### config.mk
export PLATFORM = sky130hd
export DESIGN_NAME = gpio_dir_sequencer_flat
export DESIGN_NICKNAME = d
export VERILOG_FILES = /design/src/rtl/gpio_pkg.sv /design/src/rtl/gpio_dir_sequencer_if.sv /design/src/rtl/gpio_in_sync.sv /design/src/rtl/gpio_dir_sequencer.sv /design/src/flat_wrapper.sv
export SDC_FILE = /design/constraint.sdc
export NUM_CORES = 1
export LEC_CHECK = 0
export CAP_MARGIN = 20
export CORE_MARGIN = 4
export CORE_UTILIZATION = 55
export DETAILED_ROUTE_END_ITERATION = 7
export DONT_BUFFER_PORTS = 1
export PLACE_DENSITY = 0.7
export SYNTH_ARGS = -nofsm -noshare
export SYNTH_HDL_FRONTEND = slang
export SYNTH_HIERARCHICAL = 1
export SYNTH_SLANG_ARGS = --single-unit
export TNS_END_PERCENT = 10
### constraint.sdc
create_clock -name pclk -period 6.9 [get_ports pclk]
set_clock_uncertainty 0.2 [all_clocks]
set_input_delay 1.38 -clock pclk [delete_from_list [all_inputs] [get_ports pclk]]
set_output_delay 1.38 -clock pclk [all_outputs]
set_load 0.05 [all_outputs]
### src/rtl/gpio_pkg.sv
// Shared definitions for the GPIO direction sequencer.
//   - default pad count, turnaround length and synchroniser depth
//   - sequencer state encoding (IDLE / TURN)
package gpio_pkg;

  localparam int GPIO_WIDTH       = 32;
  localparam int GPIO_TURN_CYC    = 2;
  localparam int GPIO_SYNC_STAGES = 2;

  typedef enum logic {
    GPIO_SEQ_IDLE = 1'b0,
    GPIO_SEQ_TURN = 1'b1
  } gpio_seq_state_e;

endpackage

### src/rtl/gpio_dir_sequencer_if.sv
// Configuration handshake between the GPIO register block (master) and the
// direction sequencer (slave).
//   cfg_valid  master->slave  new config offered
//   cfg_ready  slave->master  config taken when valid & ready at a clock edge
//   cfg_oen    master->slave  requested direction per pad (1 = output)
//   cfg_out    master->slave  requested output data per pad
interface gpio_dir_sequencer_if #(
  parameter int WIDTH = 32
) ();

  logic             cfg_valid;
  logic             cfg_ready;
  logic [WIDTH-1:0] cfg_oen;
  logic [WIDTH-1:0] cfg_out;

  modport master (output cfg_valid, output cfg_oen, output cfg_out, input cfg_ready);
  modport slave  (input cfg_valid, input cfg_oen, input cfg_out, output cfg_ready);

endinterface

### src/rtl/gpio_in_sync.sv
// Multi-stage synchroniser for asynchronous pad read-back.
//   clk   in   clock of the destination domain
//   rst   in   synchronous, active-high reset (clears every stage)
//   d     in   raw asynchronous pad levels
//   hold  in   per-bit freeze: a set bit keeps its whole chain unchanged
//   q     out  synchronised levels (last stage)
module gpio_in_sync #(
  parameter int WIDTH  = 32,
  parameter int STAGES = 2
) (
  input  logic             clk,
  input  logic             rst,
  input  logic [WIDTH-1:0] d,
  input  logic [WIDTH-1:0] hold,
  output logic [WIDTH-1:0] q
);

  logic [WIDTH-1:0] stage [STAGES];

  // NOTE: every flop here is assigned with <= so all stages sample the
  // pre-edge value of their neighbour; a blocking '=' would collapse the chain.
  always_ff @(posedge clk) begin
    if (rst) begin
      // NOTE: the stage array is a chain of flops, not a RAM, so clearing it
      // in a loop on reset is cheap and keeps read-back deterministic.
      for (int i = 0; i < STAGES; i++) begin
        stage[i] <= '0;
      end
    end else begin
      stage[0] <= (stage[0] & hold) | (d & ~hold);
      for (int i = 1; i < STAGES; i++) begin
        stage[i] <= (stage[i] & hold) | (stage[i-1] & ~hold);
      end
    end
  end

  assign q = stage[STAGES-1];

endmodule

### src/rtl/gpio_dir_sequencer.sv
// Contention-free direction/data sequencer for a bank of GPIO pads.
// Pads turning output->input are released at the accept edge; pads turning
// input->output get their data preloaded at accept and their OE raised
// TURN_CYC edges later. Pad read-back is synchronised into pclk.
//   pclk         in   clock
//   preset       in   synchronous, active-high reset
//   cfg_bus      slave handshake: cfg_valid/cfg_ready/cfg_oen/cfg_out
//   out_pad_o    out  data to pad tri-state buffers
//   oen_padoe_o  out  output enable to pad buffers (1 = drive)
//   in_pad_i     in   raw asynchronous pad read-back
//   in_sync_o    out  synchronised pad read-back
//   busy_o       out  a direction change is in progress
module gpio_dir_sequencer
  import gpio_pkg::*;
#(
  parameter int WIDTH       = GPIO_WIDTH,
  parameter int TURN_CYC    = GPIO_TURN_CYC,    // 1..15
  parameter int SYNC_STAGES = GPIO_SYNC_STAGES  // >= 2
) (
  input  logic                 pclk,
  input  logic                 preset,
  gpio_dir_sequencer_if.slave  cfg_bus,
  output logic [WIDTH-1:0]     out_pad_o,
  output logic [WIDTH-1:0]     oen_padoe_o,
  input  logic [WIDTH-1:0]     in_pad_i,
  output logic [WIDTH-1:0]     in_sync_o,
  output logic                 busy_o
);

  gpio_seq_state_e  state, next_state;
  logic [3:0]       cnt;
  logic [WIDTH-1:0] lat_oen;
  logic [WIDTH-1:0] lat_out;
  logic [WIDTH-1:0] hold_mask;

  logic             accept;
  logic             swap;
  logic             last_turn;
  logic [WIDTH-1:0] rel;
  logic [WIDTH-1:0] acq;
  logic [WIDTH-1:0] sync_hold;

  // NOTE: every signal driven here gets a default first, so no path through
  // the case leaves it unassigned and no latch is inferred.
  always_comb begin
    cfg_bus.cfg_ready = (state == GPIO_SEQ_IDLE);
    busy_o            = (state != GPIO_SEQ_IDLE);
    accept            = cfg_bus.cfg_valid & cfg_bus.cfg_ready;
    rel               = oen_padoe_o & ~cfg_bus.cfg_oen;
    acq               = ~oen_padoe_o & cfg_bus.cfg_oen;
    swap              = |(rel | acq);
    last_turn         = (cnt == 4'd1);
    sync_hold         = (state == GPIO_SEQ_TURN) ? hold_mask : '0;
    next_state        = state;
    unique case (state)
      GPIO_SEQ_IDLE: if (accept && swap) next_state = GPIO_SEQ_TURN;
      GPIO_SEQ_TURN: if (last_turn)      next_state = GPIO_SEQ_IDLE;
      default:                           next_state = GPIO_SEQ_IDLE;
    endcase
  end

  always_ff @(posedge pclk) begin
    if (preset) state <= GPIO_SEQ_IDLE;
    else        state <= next_state;
  end

  always_ff @(posedge pclk) begin
    if (preset) begin
      out_pad_o   <= '0;
      oen_padoe_o <= '0;
      lat_oen     <= '0;
      lat_out     <= '0;
      hold_mask   <= '0;
      cnt         <= '0;
    end else begin
      unique case (state)
        GPIO_SEQ_IDLE: begin
          if (accept) begin
            if (swap) begin
              lat_oen     <= cfg_bus.cfg_oen;
              lat_out     <= cfg_bus.cfg_out;
              hold_mask   <= rel | acq;
              // Released pads keep their old data until OE is off; acquired
              // pads are preloaded now so data is stable before OE rises.
              out_pad_o   <= (cfg_bus.cfg_out & ~rel) | (out_pad_o & rel);
              oen_padoe_o <= oen_padoe_o & ~rel;
              cnt         <= 4'(TURN_CYC);
            end else begin
              out_pad_o   <= cfg_bus.cfg_out;
            end
          end
        end
        GPIO_SEQ_TURN: begin
          cnt <= cnt - 4'd1;
          if (last_turn) begin
            oen_padoe_o <= lat_oen;
            out_pad_o   <= lat_out;
          end
        end
        default: ;
      endcase
    end
  end

  gpio_in_sync #(
    .WIDTH  (WIDTH),
    .STAGES (SYNC_STAGES)
  ) u_in_sync (
    .clk  (pclk),
    .rst  (preset),
    .d    (in_pad_i),
    .hold (sync_hold),
    .q    (in_sync_o)
  );

endmodule

### src/flat_wrapper.sv
// flat-port wrapper written by rule: the top's interface ports become plain ports
module gpio_dir_sequencer_flat import gpio_pkg::*;
#(
  parameter int WIDTH       = GPIO_WIDTH,
  parameter int TURN_CYC    = GPIO_TURN_CYC,            
  parameter int SYNC_STAGES = GPIO_SYNC_STAGES         
)
  (pclk, preset, out_pad_o, oen_padoe_o, in_pad_i, in_sync_o, busy_o, cfg_bus_cfg_valid, cfg_bus_cfg_oen, cfg_bus_cfg_out, cfg_bus_cfg_ready);
  gpio_dir_sequencer_if #(.WIDTH(WIDTH)) cfg_bus_i ();
  input  logic pclk;
  input  logic preset;
  output logic [WIDTH-1:0] out_pad_o;
  output logic [WIDTH-1:0] oen_padoe_o;
  input  logic [WIDTH-1:0] in_pad_i;
  output logic [WIDTH-1:0] in_sync_o;
  output logic busy_o;
  input wire logic [$bits(cfg_bus_i.cfg_valid)-1:0] cfg_bus_cfg_valid;
  input wire logic [$bits(cfg_bus_i.cfg_oen)-1:0] cfg_bus_cfg_oen;
  input wire logic [$bits(cfg_bus_i.cfg_out)-1:0] cfg_bus_cfg_out;
  output wire logic [$bits(cfg_bus_i.cfg_ready)-1:0] cfg_bus_cfg_ready;
  assign cfg_bus_i.cfg_valid = cfg_bus_cfg_valid;
  assign cfg_bus_i.cfg_oen = cfg_bus_cfg_oen;
  assign cfg_bus_i.cfg_out = cfg_bus_cfg_out;
  assign cfg_bus_cfg_ready = cfg_bus_i.cfg_ready;
  gpio_dir_sequencer #(.WIDTH(WIDTH), .TURN_CYC(TURN_CYC), .SYNC_STAGES(SYNC_STAGES)) u_core (.pclk(pclk), .preset(preset), .cfg_bus(cfg_bus_i), .out_pad_o(out_pad_o), .oen_padoe_o(oen_padoe_o), .in_pad_i(in_pad_i), .in_sync_o(in_sync_o), .busy_o(busy_o));
endmodule
==> results_dict.tcl <==
set metrics [dict create \
    yosysTopAreaCell "dfxtp_1" \
    insertion_delay_ps 540 \
    rrSetupSlack_ps 3150 \
    synthToLayoutAreaGrowth_pct 4.74 \
    ant_nets 0 \
    io_buffers 0 \
    synth-seq-area-share 0.371 \
    drtIter0Drc 818 \
    wirelength_mm 31.7 \
    syn-num-nets 1593 \
    fp-row-count 54 \
    arrival_ps 3990 \
    post-cts-setup-buffers 0 \
    p_total_mw 3.24 \
    post_drt_wl_per_cell_microns 19.6 \
    leakage_nw 5.14 \
    setup_viol 0 \
    startpoint "cfg_bus_cfg_oen[19]" \
    num_antenna_cells 0 \
    synth_compound_area_frac 0.111 \
    drtPass1Iterations 6 \
    antenna_found_initial 0 \
    start_util 0.562 \
    irDropWorstVdd_mv 0.196 \
    cts_hold_buf 0 \
    via_per_inst 5.98 \
    h-tree-depth 1 \
    r2r_cells 6 \
    cp-end-kind "register" \
    hpwlAfterDp_mm 20.2 \
    num-fill-cells 1930 \
    grt_pass1_wl_mm 50.0 \
    max_slew_margin 0.281 \
    gp_congestion 0.846 \
    drcViolationCount 0 \
    cts_buffer_depth 3 \
    synthMuxAreaShare 0.161 \
    timing.rr.start "u_core/busy_o$_SDFF_PP0_" \
    crit_type "in -> reg" \
    synth_warnings 6 \
    min_period_over_period 0.546 \
    fin_util 0.589 \
    cts_tree "done" \
    cts_made_buffers 26 \
    dieWidth_microns 158 \
    slew_violations 0 \
    fin_nets 1484 \
    stdcell_count 1619 \
    yosysTopAreaCellShare 0.371 \
    period_needed_ps 3770 \
    track_usage 0.245 \
    cts-root-buf "clkbuf_16" \
    clock_sinks 229 \
    cp.required_ps 7120 \
    dieArea_sq_um 24900 \
    drive_gt1_frac 0.0485 \
    synth_top_family_by_area "simple AND/OR/NAND/NOR gates" \
    synth_cells 1428 \
    powerDensity_nw_per_um2 251 \
    vias 9682 \
    grt_max_degree 201 \
    min_path_type "reg -> reg" \
    syn-cell-area_sq_um 12300 \
    path_max_fanout 56 \
    max_cap_violations 0 \
    clkTransAtPathRegs_ps 60 \
    rsz0062_at_grt "false" \
    synth-xor-area-share 0.000710 \
    outcome "completed" \
    synthAdderAreaFrac 0.0669 \
    grt_pass1_vias 9206 \
    avgSynthCellArea_sq_um 8.64 \
    synthTopCellsByArea "dfxtp_1 37%, mux2i_1 13%, ha_1 6.7%, nand2_1 4.5%, nor2_1 4.4%" \
    synth-simple-area-share 0.211 \
    gr-total-overflow 0 \
    fmax_mhz 265 \
    finalSetupTns_ps 0 \
    ys_ff_latch 229 \
    start_kind "input port" \
    io-pin-count 197 \
    dieHeight_microns 158 \
    design.core.area_sq_um 22000 \
    ys_types 37 \
    tightest_slew_ps 1080 \
    finalHoldViolations 0 \
    placed_cells 1571 \
    cts_resized 0 \
]
[stage by stage]
stage	worst slack (ps)	hold slack [ps]	instance area, sq um
3_3_place_gp	2710	238	12000
4_1_cts	3140	256	12900
5_1_grt	2870	268	12900
3_5_place_dp	2630	242	12000
2_1_floorplan	3610	230	12300
6_report	3130	253	12900
[layout make-up]
class,count,area (sq um),share of cell area
Clock inverter,9,111,0.00861
Multi-Input combinational cell,999,6820,0.527
Tap cell,280,350,0.0271
Timing Repair Buffer,14,105,0.00813
Inverter,49,186,0.0144
Sequential cell,229,4590,0.355
Clock buffer,39,769,0.0595
[cell families (layout without fill, tap and decap cells)]
logic type | Yosys count | count (layout)
adder cells (fa/ha/maj) | 66 | 66
AO/OA/AOI/OAI | 197 | 197
XOR/XNOR | 1 | 1
multiplexers | 194 | 194
buffers and inverters | 200 | 111
AND/OR/NAND/NOR | 541 | 541
flip-flops | 229 | 229
[synthesized netlist by cell type]
cell,number
buf_6,9
buf_4,33
or3_1,32
dfxtp_1,229
nand3_1,35
xor2_1,1
nor4bb_1,1
nor4_4,2
clkbuf_4,1
nor3_1,35
and2_1,32
a211oi_1,33
nor2_1,146
a31oi_1,32
o2111a_1,1
a21o_1,1
a21oi_1,19
buf_1,6
o21ai_1,34
mux2i_1,161
inv_2,2
nor2b_1,64
a221oi_1,1
ha_1,66
clkbuf_1,82
mux2_2,1
mux2_1,32
nand4_1,40
o211ai_1,31
buf_2,20
nand2b_1,1
nand4bb_1,1
nand2_1,149
a2111oi_0,13
a211o_1,32
inv_1,47
or4_1,3
[critical path, stage by stage]
cell       delay, ps
inv_1             20
ha_1             320
nand4_1          180
nor4_4           410
buf_4            490
buf_4            610
a2111oi_0        220
a211oi_1         290
[worst min path at each step]
stage | startpoint | slack (ps) | end | depth (start not counted)
after floorplan | u_core/lat_out[0]$_SDFFE_PP0P_ | 230 | u_core/lat_out[0]$_SDFFE_PP0P_ | 2
after global placement | u_core/lat_out[22]$_SDFFE_PP0P_ | 240 | u_core/lat_out[22]$_SDFFE_PP0P_ | 2
after CTS | u_core/lat_out[4]$_SDFFE_PP0P_ | 260 | u_core/lat_out[4]$_SDFFE_PP0P_ | 2
after global routing | u_core/lat_out[31]$_SDFFE_PP0P_ | 270 | u_core/lat_out[31]$_SDFFE_PP0P_ | 2
final | u_core/lat_out[24]$_SDFFE_PP0P_ | 250 | u_core/lat_out[24]$_SDFFE_PP0P_ | 2
after detailed placement | u_core/lat_out[4]$_SDFFE_PP0P_ | 240 | u_core/lat_out[4]$_SDFFE_PP0P_ | 2
[power by group]
| part | total [mW] | internal (mW) | switching, mW |
|---|---|---|---|
| Combinational | 0.274 | 0.115 | 0.159 |
| Sequential | 1.57 | 1.40 | 0.164 |
| Clock | 1.40 | 0.845 | 0.557 |
[per-layer routing]
| layer | global-route usage | vias to the layer above | wire, microns |
|---|---|---|---|
| li1 | - | 4709 | - |
| met1 | 0.346 | 4565 | 14100 |
| met2 | 0.365 | 353 | 13600 |
| met3 | 0.0815 | 55 | 3290 |
| met4 | 0.0545 | 0 | 667 |
| met5 | 0 | - | 0 |
[cells in the final DEF (no fill, tap or decap), types with 3 or more instances in the layout]
cell type	count
a2111oi_0	13
a211o_1	32
a211oi_1	33
a21oi_1	18
a31oi_1	32
and2_1	32
buf_4	14
clkbuf_1	6
clkbuf_16	26
clkbuf_8	7
clkinv_2	4
dfxtp_1	228
ha_1	66
inv_1	47
mux2_1	32
mux2i_1	161
nand2_1	149
nand3_1	35
nand4_1	40
nor2_1	146
nor2b_1	64
nor3_1	35
o211ai_1	31
o21ai_1	34
or3_1	32
or4_1	3
(Power assumes the default switching activity.)
